==> config.mk <==
export PLATFORM = sky130hd
export DESIGN_NAME = tl_ul_rr_arbiter
export DESIGN_NICKNAME = d
export VERILOG_FILES = /design/src/rtl/tl_ul_rr_arbiter.sv
export SDC_FILE = /design/constraint.sdc
export NUM_CORES = 1
export LEC_CHECK = 0
export ABC_AREA = 1
export CAP_MARGIN = 20
export CORE_AREA = 2 2 132 134
export DETAILED_ROUTE_END_ITERATION = 6
export DIE_AREA = 0 0 134 136
export PLACE_DENSITY = 0.67
export SETUP_SLACK_MARGIN = 0.15
export SLEW_MARGIN = 20
export SYNTH_ARGS = -nofsm -noshare
export SYNTH_HDL_FRONTEND = slang
export SYNTH_SLANG_ARGS = --single-unit
export TNS_END_PERCENT = 100
==> constraint.sdc <==
create_clock -name clock -period 7.75 [get_ports clock]
set_clock_uncertainty 0.1 [all_clocks]
set_input_delay 1.55 -clock clock [delete_from_list [all_inputs] [get_ports clock]]
set_output_delay 1.55 -clock clock [all_outputs]
set_load 0.05 [all_outputs]
==> src/rtl/tl_ul_rr_arbiter.sv <==
// tl_ul_rr_arbiter: round-robin N:1 TileLink-UL A/D arbiter with credits.
// Optional stats ports/counters: define TL_ARB_STATS_EN.
module tl_ul_rr_arbiter #(
  parameter int N_CLIENTS    = 2,
  parameter int IN_SRC_W     = 2,
  parameter int MAX_INFLIGHT = 4,
  localparam int IDX_W =
    (N_CLIENTS > 1) ? $clog2(N_CLIENTS) : 1,
  localparam int OUT_SRC_W = IN_SRC_W + IDX_W
) (
  input  logic                          clock,
  input  logic                          reset,
  input  logic [N_CLIENTS-1:0]          in_a_valid,
  output logic [N_CLIENTS-1:0]          in_a_ready,
  input  logic [3*N_CLIENTS-1:0]        in_a_opcode,
  input  logic [3*N_CLIENTS-1:0]        in_a_param,
  input  logic [3*N_CLIENTS-1:0]        in_a_size,
  input  logic [IN_SRC_W*N_CLIENTS-1:0] in_a_source,
  input  logic [32*N_CLIENTS-1:0]       in_a_address,
  input  logic [4*N_CLIENTS-1:0]        in_a_mask,
  input  logic [32*N_CLIENTS-1:0]       in_a_data,
  input  logic [N_CLIENTS-1:0]          in_a_corrupt,
  output logic [N_CLIENTS-1:0]          in_d_valid,
  input  logic [N_CLIENTS-1:0]          in_d_ready,
  output logic [2:0]                    in_d_opcode,
  output logic [2:0]                    in_d_size,
  output logic [IN_SRC_W-1:0]           in_d_source,
  output logic                          in_d_denied,
  output logic                          in_d_corrupt,
  output logic [31:0]                   in_d_data,
  output logic                          out_a_valid,
  input  logic                          out_a_ready,
  output logic [2:0]                    out_a_opcode,
  output logic [2:0]                    out_a_param,
  output logic [2:0]                    out_a_size,
  output logic [OUT_SRC_W-1:0]          out_a_source,
  output logic [31:0]                   out_a_address,
  output logic [3:0]                    out_a_mask,
  output logic [31:0]                   out_a_data,
  output logic                          out_a_corrupt,
  input  logic                          out_d_valid,
  output logic                          out_d_ready,
  input  logic [2:0]                    out_d_opcode,
  input  logic [2:0]                    out_d_size,
  input  logic [OUT_SRC_W-1:0]          out_d_source,
  input  logic                          out_d_denied,
  input  logic                          out_d_corrupt,
  input  logic [31:0]                   out_d_data
`ifdef TL_ARB_STATS_EN
  ,
  output logic [32*N_CLIENTS-1:0]       stat_grants,
  output logic [N_CLIENTS-1:0]          stat_stall
`endif
);

  localparam int CRD_W = 4;
  localparam int BC_W  = 5;

  typedef enum logic {
    S_IDLE,
    S_BURST
  } state_t;

  state_t           state;
  logic [IDX_W-1:0] rr_ptr;
  logic [IDX_W-1:0] lock_idx;
  logic [IDX_W-1:0] idle_g;
  logic [IDX_W-1:0] g;
  logic             idle_hit;
  logic [BC_W-1:0]  beat_cnt;
  logic [BC_W-1:0]  d_cnt;
  logic [CRD_W-1:0] credit [N_CLIENTS];

  logic [N_CLIENTS-1:0] credit_ok;
  logic [N_CLIENTS-1:0] eligible;
  logic [N_CLIENTS-1:0] cr_inc;
  logic [N_CLIENTS-1:0] cr_dec;

  logic             a_go;
  logic             a_fire;
  logic             a_first;
  logic             a_last;
  logic [5:0]       a_beats;
  logic [2:0]       g_op;
  logic [2:0]       g_size;
  logic [IDX_W-1:0] d_idx;
  logic             d_idx_ok;
  logic             d_fire;
  logic             d_last;
  logic [5:0]       d_beats;

  function automatic logic [5:0] beats_of(
    input logic       multi,
    input logic [2:0] size
  );
    logic [5:0] b;
    b = 6'd1;
    if (multi && size > 3'd2)
      b = 6'd1 << (size - 3'd2);
    return b;
  endfunction

  // Which clients could start a new message this cycle.
  always_comb begin
    credit_ok = '0;
    eligible  = '0;
    for (int i = 0; i < N_CLIENTS; i++) begin
      credit_ok[i] = credit[i] < CRD_W'(MAX_INFLIGHT);
      eligible[i]  = in_a_valid[i] && credit_ok[i];
    end
  end

  // First eligible client at or after rr_ptr.
  always_comb begin
    int               j;
    logic [IDX_W-1:0] jj;
    idle_g   = '0;
    idle_hit = 1'b0;
    j        = 0;
    jj       = '0;
    for (int k = 0; k < N_CLIENTS; k++) begin
      j = int'(rr_ptr) + k;
      if (j >= N_CLIENTS)
        j = j - N_CLIENTS;
      jj = IDX_W'(j);
      if (!idle_hit && eligible[jj]) begin
        idle_hit = 1'b1;
        idle_g   = jj;
      end
    end
  end

  assign g      = (state == S_BURST) ? lock_idx : idle_g;
  assign a_go   = (state == S_BURST) ? in_a_valid[g]
                                     : idle_hit;
  assign g_op   = in_a_opcode[3*int'(g) +: 3];
  assign g_size = in_a_size[3*int'(g) +: 3];

  assign out_a_valid   = reset && a_go;
  assign a_fire        = out_a_valid && out_a_ready;
  assign a_first       = (state == S_IDLE);
  assign a_beats       = beats_of(g_op == 3'd0 || g_op == 3'd1,
                                  g_size);
  assign a_last        = a_first ? (a_beats == 6'd1)
                                 : (beat_cnt == BC_W'(1));

  assign out_a_opcode  = g_op;
  assign out_a_param   = in_a_param[3*int'(g) +: 3];
  assign out_a_size    = g_size;
  assign out_a_source  =
    {g, in_a_source[IN_SRC_W*int'(g) +: IN_SRC_W]};
  assign out_a_address = in_a_address[32*int'(g) +: 32];
  assign out_a_mask    = in_a_mask[4*int'(g) +: 4];
  assign out_a_data    = in_a_data[32*int'(g) +: 32];
  assign out_a_corrupt = in_a_corrupt[g];

  // Only the current grantee sees ready.
  always_comb begin
    in_a_ready = '0;
    for (int i = 0; i < N_CLIENTS; i++)
      in_a_ready[i] = reset && out_a_ready && a_go &&
                      (g == IDX_W'(i));
  end

  assign d_idx    = out_d_source[OUT_SRC_W-1 -: IDX_W];
  assign d_idx_ok = int'(d_idx) < N_CLIENTS;

  // Steer D to the client named by the source tag.
  always_comb begin
    in_d_valid = '0;
    for (int i = 0; i < N_CLIENTS; i++)
      in_d_valid[i] = reset && out_d_valid && d_idx_ok &&
                      (d_idx == IDX_W'(i));
  end

  assign out_d_ready  = reset &&
                        (d_idx_ok ? in_d_ready[d_idx] : 1'b1);
  assign d_fire       = out_d_valid && out_d_ready;
  assign d_beats      = beats_of(out_d_opcode == 3'd1,
                                 out_d_size);
  assign d_last       = (d_cnt == '0) ? (d_beats == 6'd1)
                                      : (d_cnt == BC_W'(1));

  assign in_d_opcode  = out_d_opcode;
  assign in_d_size    = out_d_size;
  assign in_d_source  = out_d_source[IN_SRC_W-1:0];
  assign in_d_denied  = out_d_denied;
  assign in_d_corrupt = out_d_corrupt;
  assign in_d_data    = out_d_data;

  // A-side burst lock and round-robin pointer.
  always_ff @(posedge clock or negedge reset) begin
    if (!reset) begin
      state    <= S_IDLE;
      lock_idx <= '0;
      beat_cnt <= '0;
      rr_ptr   <= '0;
    end else if (a_fire) begin
      if (state == S_IDLE) begin
        if (!a_last) begin
          state    <= S_BURST;
          lock_idx <= g;
          beat_cnt <= BC_W'(a_beats - 6'd1);
        end
      end else if (a_last) begin
        state    <= S_IDLE;
        beat_cnt <= '0;
      end else begin
        beat_cnt <= beat_cnt - BC_W'(1);
      end
      if (a_last)
        rr_ptr <= (int'(g) == N_CLIENTS - 1) ? '0
                                             : g + 1'b1;
    end
  end

  // D-side beats still owed by the current response.
  always_ff @(posedge clock or negedge reset) begin
    if (!reset) begin
      d_cnt <= '0;
    end else if (d_fire) begin
      if (d_cnt == '0)
        d_cnt <= d_last ? '0 : BC_W'(d_beats - 6'd1);
      else
        d_cnt <= d_cnt - BC_W'(1);
    end
  end

  always_comb begin
    cr_inc = '0;
    cr_dec = '0;
    for (int i = 0; i < N_CLIENTS; i++) begin
      cr_inc[i] = a_fire && a_first && (g == IDX_W'(i));
      cr_dec[i] = d_fire && d_last && d_idx_ok &&
                  (d_idx == IDX_W'(i)) &&
                  (credit[i] != '0);
    end
  end

  // Outstanding-message credit per client.
  always_ff @(posedge clock or negedge reset) begin
    if (!reset) begin
      for (int i = 0; i < N_CLIENTS; i++)
        credit[i] <= '0;
    end else begin
      for (int i = 0; i < N_CLIENTS; i++) begin
        if (cr_inc[i] && !cr_dec[i])
          credit[i] <= credit[i] + CRD_W'(1);
        else if (cr_dec[i] && !cr_inc[i])
          credit[i] <= credit[i] - CRD_W'(1);
      end
    end
  end

`ifdef TL_ARB_STATS_EN
  // Count accepted first beats per client.
  always_ff @(posedge clock or negedge reset) begin
    if (!reset) begin
      stat_grants <= '0;
    end else begin
      for (int i = 0; i < N_CLIENTS; i++)
        if (cr_inc[i])
          stat_grants[32*i +: 32] <=
            stat_grants[32*i +: 32] + 32'd1;
    end
  end

  // Flag clients held off purely by their credit limit.
  always_comb begin
    stat_stall = '0;
    for (int i = 0; i < N_CLIENTS; i++)
      stat_stall[i] = reset && (state == S_IDLE) &&
                      in_a_valid[i] && !credit_ok[i];
  end
`endif

endmodule

==> results.ini, run 1 <==
[global_route]
grt_max_degree = 55
grt_pass1_wl_microns = 19500
antenna_found_initial = 2
grt.overflow.total = 0
grt_use_total_pct = 13.7
grt_pass1_vias = 3594

[setup_path]
r2r_cells = 20
cp_data_arrival_time_ns = 4.76
r2r_start = state$_DFFE_PN0P_
cp-end-kind = primary output
cp_max_fo = 54
critPathRequiredTime_ns = 6.10
path_cells = clkdlybuf4s50_1 -> nand2_1 -> nand2_1 -> nand3_4 -> inv_2 -> buf_12 -> nand2_1 -> nand3_2 -> nand2_4 -> nor2_1 -> clkdlybuf4s50_1
start_kind = primary input
cpMostUsedCell = nand2_1
slowest_delay_ns = 0.80
cp_slowest_cell = clkdlybuf4s50_1
rr_endpoint = credit[3]$_DFFE_PN0P_
crit_type = in2out
rrSetupSlack_ns = 3.52
crit_family = buffers and inverters
worstPathBufferInverterCount = 4

[detailed_routing]
first_pass_iters = 4
wl_per_cell_microns = 14.0
drt_iter0_drc = 157
antenna_left = 0
routed_wirelength_microns = 13500
drc = 0
vias_per_cell = 3.97
vias = 3854

[clock_network]
clock_path_buffers = 2
cts.sinks = 21
cts_buffers = 3
htreeDepth = 1
clk_pin_slew_ns = 0.06
clk-insertion-delay-late_ns = 0.25
cts_hold_buf = 0
post-cts-setup-buffers = 0
cts-root-buf = clkbuf_16
cts_tree = done
cts_resized = 0

[floorplan]
ios = 340
fp.dieH_microns = 136
die-area_sq_um = 18200
initial_utilization_pct = 18.3
core_region_area_sq_um = 16900
die_width_microns = 134
fp-row-count = 48

[cells_and_area]
seq_area_sq_um = 526
antennaDiodeCount = 0
stdcell_area_sq_um = 5740
multi_input_area_sq_um = 1970
drive_gt1_share_pct = 4.43
fill_cells = 1778
fin_nets = 974
area_growth_pct = 86.0

[timing]
slew_headroom_pct = 59.9
achievable-frequency_mhz = 156
tightest_slew_ns = 0.600
rsz0062_at_grt = false
hold_violations = 0
setup_violations = 0
finalCriticalPeriod_ns = 6.41
fin_tns_setup_ns = 0
finalCritPeriodShare_pct = 82.7
finalMaxSlewViolations = 0

[status]
status = finished clean

[hold_path]
hold_depth = 1
min_from = credit[7]$_DFFE_PN0P_
holdPathEnd = credit[7]$_DFFE_PN0P_
hp-class = reg2reg

[yosys]
syn_avg_cell_area_sq_um = 5.80
syn_area_sq_um = 3080
yosys.area.top_type_share_pct = 33.1
yosys.area.top_type = nand2_1
ys_seq_area_share_pct = 17.0
synthTopCellsByArea = nand2_1, dfrtp_1, buf_4
netlist_instances = 532
ys_async_sr_fraction_pct = 100
synth_seq_cells = 21
synth_warnings = 0
ys_types = 39
ys.flop_type = dfrtp_1
syn-num-nets = 760
synth_edf_count = 0

[place]
gp_congestion = 0.770
post-dp-hpwl_microns = 11800
dpl_cell_area_sq_um = 5660
port_buffers = 267

[power]
irDropWorstVdd_v = 0.000233
pwr_density_cell_nw_per_um2 = 498
p_leak_uw = 0.00271

[run]
cap_violations = 0

[routing by layer]
layer  up-vias  share of wire, %  global-route usage, %
li1       2022                 -                      -
met1      1661                42                   17.9
met2       155                49                   23.1
met3        12               8.2                   3.43
met4         4               1.1                   2.36
met5         -              0.20                      0
[synthesized netlist by cell type, drive strengths merged, types with 2 or more instances]
cell	number
nand3	19
inv	43
fa	2
ha	15
o21ai	17
xor2	4
nand4	6
nand2	280
a21o	2
dfrtp	21
a21oi	9
clkbuf	9
a31oi	2
xnor2	8
buf	52
nor3	7
nor2	28
[registers in the layout (all words and copies together) (netlist names)]
signal / cells
beat_cnt: 5
credit: 8
d_cnt: 5
lock_idx: 1
rr_ptr: 1
state: 1
[power by group]
group	total, uW	switching (uW)	leakage [uW]	internal, uW
sequential	213	52.6	0.000259	160
combinational	2530	1730	0.00241	799
clock	110	40.4	0.0000409	69.3
total	2860	1830	0.00271	1030
[metrics by stage]
stage               total power [uW]  utilization [%]  hold WS [ns]  setup WS [ns]  cells
floorplan                       1970                -         0.343           3.27    532
global placement                2760             33.5         0.354           1.27    966
detailed placement              2770             33.5         0.361           1.28    966
CTS                             2890             34.0         0.373           1.26    970
global route                    3030             34.0         0.410           1.13    970
finish                          2860             34.0         0.371           1.34    970
[final cells by class]
cell class	instances	area share (%)
inverter	44	3.01
sequential	21	9.16
clock inverter	1	0.0872
clock buffer	3	1.31
multi-input combinational	406	34.4
timing repair buffer	270	47.1
tap	225	4.91
[logic make-up after synthesis]
logic type	count (synthesis)	share of synthesized area, %
compound gates	35	6.86
fa+ha+maj	17	7.38
flops	21	17.0
buf+inv	105	18.9
xor+xnor	12	3.41
simple gates	341	46.0
mux	1	0.365
[worst max path at each step]
stage          slack, ns  depth (start not counted)           to           from
2_1_floorplan       3.27                          7  out_a_valid  in_a_valid[0]
3_3_place_gp        1.27                         11  out_a_valid  in_a_valid[1]
3_5_place_dp        1.28                         11  out_a_valid  in_a_valid[1]
4_1_cts             1.26                         11  out_a_valid  in_a_valid[1]
5_1_grt             1.13                         11  out_a_valid  in_a_valid[1]
6_report            1.34                         11  out_a_valid  in_a_valid[1]
[cells in the final DEF, fill, tap and decap left out, drive strengths merged, types with 2 or more instances in the layout]
cell type,instances
ha,15
xnor2,8
dfrtp,21
xor2,4
nor3,7
nand4,6
a31oi,2
inv,43
clkinv,2
fa,2
a21oi,9
nand2,280
nand3,19
clkdlybuf4s50,265
buf,5
o21ai,17
nor2,28
clkbuf,3
a21o,2
(Power assumes the default switching activity.)
==> inputs of run 2 (changes only) <==
CORE_AREA = 2 2 130 132   (was 2 2 132 134)
DIE_AREA = 0 0 132 134   (was 0 0 134 136)
PLACE_DENSITY = 0.69   (was 0.67)
clock period = 6.2 ns   (was 7.75 ns; I/O delays follow)
==> run 2 against run 1 <==
Sequential share of layout area is 1.1 points lower. Routed wire length is 2.8% higher. Clock power is 27% higher. Critical endpoint is now in_a_ready[0].
==> results.ini, run 2 (same netlist as run 1, synthesis figures left out) <==
[clock_network]
cts_hold_buf = 0  ; unchanged
clk-insertion-delay-late_ns = 0.25  ; about the same
cts_buffers = 3  ; unchanged
clk_pin_slew_ns = 0.06  ; about the same
cts-root-buf = clkbuf_16  ; unchanged
htreeDepth = 1  ; unchanged
cts_tree = done  ; unchanged
clock_path_buffers = 2  ; unchanged
cts_resized = 0  ; unchanged
post-cts-setup-buffers = 0  ; unchanged
cts.sinks = 21  ; unchanged

[detailed_routing]
first_pass_iters = 5  ; was 4
vias_per_cell = 4.01  ; was 3.97
drt_iter0_drc = 167  ; was 157
routed_wirelength_microns = 13900  ; was 13500 microns
vias = 3866  ; was 3854
antenna_left = 0  ; unchanged
wl_per_cell_microns = 14.4  ; was 14.0 microns
drc = 0  ; unchanged

[floorplan]
ios = 340  ; unchanged
core_region_area_sq_um = 16300  ; was 16900 sq um
die-area_sq_um = 17700  ; was 18200 sq um
fp-row-count = 47  ; was 48
fp.dieH_microns = 134  ; was 136 microns
initial_utilization_pct = 18.9  ; was 18.3%
die_width_microns = 132  ; was 134 microns

[place]
dp.cells = 961  ; was 966
port_buffers = 267  ; unchanged
post-dp-hpwl_microns = 12200  ; was 11800 microns
gp_congestion = 0.783  ; was 0.770

[cells_and_area]
final_common_cell = nand2_1  ; unchanged
fill_cells = 1642  ; was 1778
reg.largest.list = credit (8), beat_cnt (5), d_cnt (5)  ; unchanged
largest_reg_flops = 8  ; unchanged
fin_nets = 974  ; unchanged
area_growth_pct = 112  ; was 86.0%
antennaDiodeCount = 0  ; unchanged
drive_gt1_share_pct = 14.9  ; was 4.43%
seq_area_sq_um = 526  ; unchanged
multi_input_area_sq_um = 1970  ; unchanged
finalNonFillerCells = 965  ; was 970
final_cell_mix = nand2_1, clkdlybuf4s50_1, buf_12  ; was nand2_1, clkdlybuf4s50_1, inv_1
regMostFlops = credit  ; unchanged

[setup_path]
crit_start = in_a_valid[1]  ; unchanged
cp_data_arrival_time_ns = 3.78  ; was 4.76 ns
r2r_cells = 20  ; unchanged
endpoint = in_a_ready[0]  ; was out_a_valid
cp-end-kind = primary output  ; unchanged
critPathRequiredTime_ns = 4.86  ; was 6.10 ns
cp_max_fo = 37  ; was 54
start_kind = primary input  ; unchanged
r2r_start = credit[2]$_DFFE_PN0P_  ; was state$_DFFE_PN0P_
rrSetupSlack_ns = 2.21  ; was 3.52 ns
rr_endpoint = credit[3]$_DFFE_PN0P_  ; unchanged
crit_type = in2out  ; unchanged

[hold_path]
hp-class = reg2reg  ; unchanged
min_from = credit[3]$_DFFE_PN0P_  ; was credit[7]$_DFFE_PN0P_

[timing]
setup_violations = 0  ; unchanged
finalMaxSlewViolations = 0  ; unchanged
achievable-frequency_mhz = 195
tightest_slew_ns = 0.571  ; was 0.600 ns
fin_tns_setup_ns = 0  ; unchanged
finalCriticalPeriod_ns = 5.12
finalCritPeriodShare_pct = 82.6
rsz0062_at_grt = false  ; unchanged
hold_violations = 0  ; unchanged
slew_headroom_pct = 61.9  ; was 59.9%

[global_route]
met2_usage_pct = 26.3  ; was 23.1%
use_met1_pct = 18.5  ; was 17.9%
grt_pass1_vias = 3733  ; was 3594
grt.overflow.total = 0  ; unchanged
antenna_found_initial = 1  ; was 2
met3_usage_pct = 4.01  ; was 3.43%
grt_use_total_pct = 14.9  ; was 13.7%
grt.busiest_layer = met2  ; unchanged
grt_pass1_wl_microns = 20800  ; was 19500 microns
grt_max_degree = 51  ; was 55

[status]
status = finished clean  ; unchanged

[power]
pwr_density_cell_nw_per_um2 = 676  ; was 498 nW/um^2
p_leak_uw = 0.00314  ; was 0.00271 uW
irDropWorstVdd_v = 0.000398  ; was 0.000233 V

[run]
cap_violations = 0  ; unchanged

## run 2: worst min path at each step
stage	cells past startpoint	to	slack, ns
finish	1	credit[3]$_DFFE_PN0P_	0.38
floorplan	1	credit[7]$_DFFE_PN0P_	0.34
global placement	1	credit[7]$_DFFE_PN0P_	0.36
global route	1	credit[7]$_DFFE_PN0P_	0.40
detailed placement	1	credit[3]$_DFFE_PN0P_	0.37
CTS	1	credit[3]$_DFFE_PN0P_	0.38
## run 2: cell type report
| class | instances | area share (%) |
|---|---|---|
| timing repair buffer | 270 | 53.6 |
| sequential | 21 | 8.06 |
| multi-input combinational | 406 | 30.3 |
| clock inverter | 1 | 0.0767 |
| inverter | 44 | 2.65 |
| clock buffer | 3 | 1.15 |
| tap | 220 | 4.22 |
## run 2: stage by stage
| stage | setup WS (ns) | power, uW | instance area (sq um) | utilization, % | hold slack, ns |
|---|---|---|---|---|---|
| detailed placement | 1.03 | 4310 | 6440 | 39.6 | 0.366 |
| finish | 1.08 | 4410 | 6520 | 40.0 | 0.379 |
| floorplan | 2.30 | 2470 | 3080 | - | 0.343 |
| global placement | 1.10 | 4280 | 6440 | 39.6 | 0.358 |
| global route | 0.781 | 4630 | 6520 | 40.0 | 0.399 |
| CTS | 1.02 | 4450 | 6520 | 40.0 | 0.379 |
## run 2: report_power, final
| group | internal, uW | leakage (uW) | switching [uW] |
|---|---|---|---|
| clock network | 86.7 | 0.0000409 | 53.0 |
| logic | 1660 | 0.00284 | 2340 |
| registers | 200 | 0.000259 | 67.7 |
## run 2: worst max-delay path: stages
cell             delay (ns)
clkdlybuf4s50_1        0.48
nand2_1                0.07
nand2_1                0.17
nand3_4                0.38
inv_2                  0.59
nand2_1                0.14
nand3_2                0.11
nand2_4                0.08
nor2_8                 0.13
nand2_1                0.11
inv_1                  0.13
buf_12                 0.14
## run 2: metal layers
layer / vias up / share of wire (%) / wire, microns
li1: 2018 / - / -
met1: 1668 / 40 / 5510
met2: 164 / 51 / 7140
met3: 14 / 7.8 / 1080
met4: 2 / 1.2 / 168
met5: - / 0.093 / 13
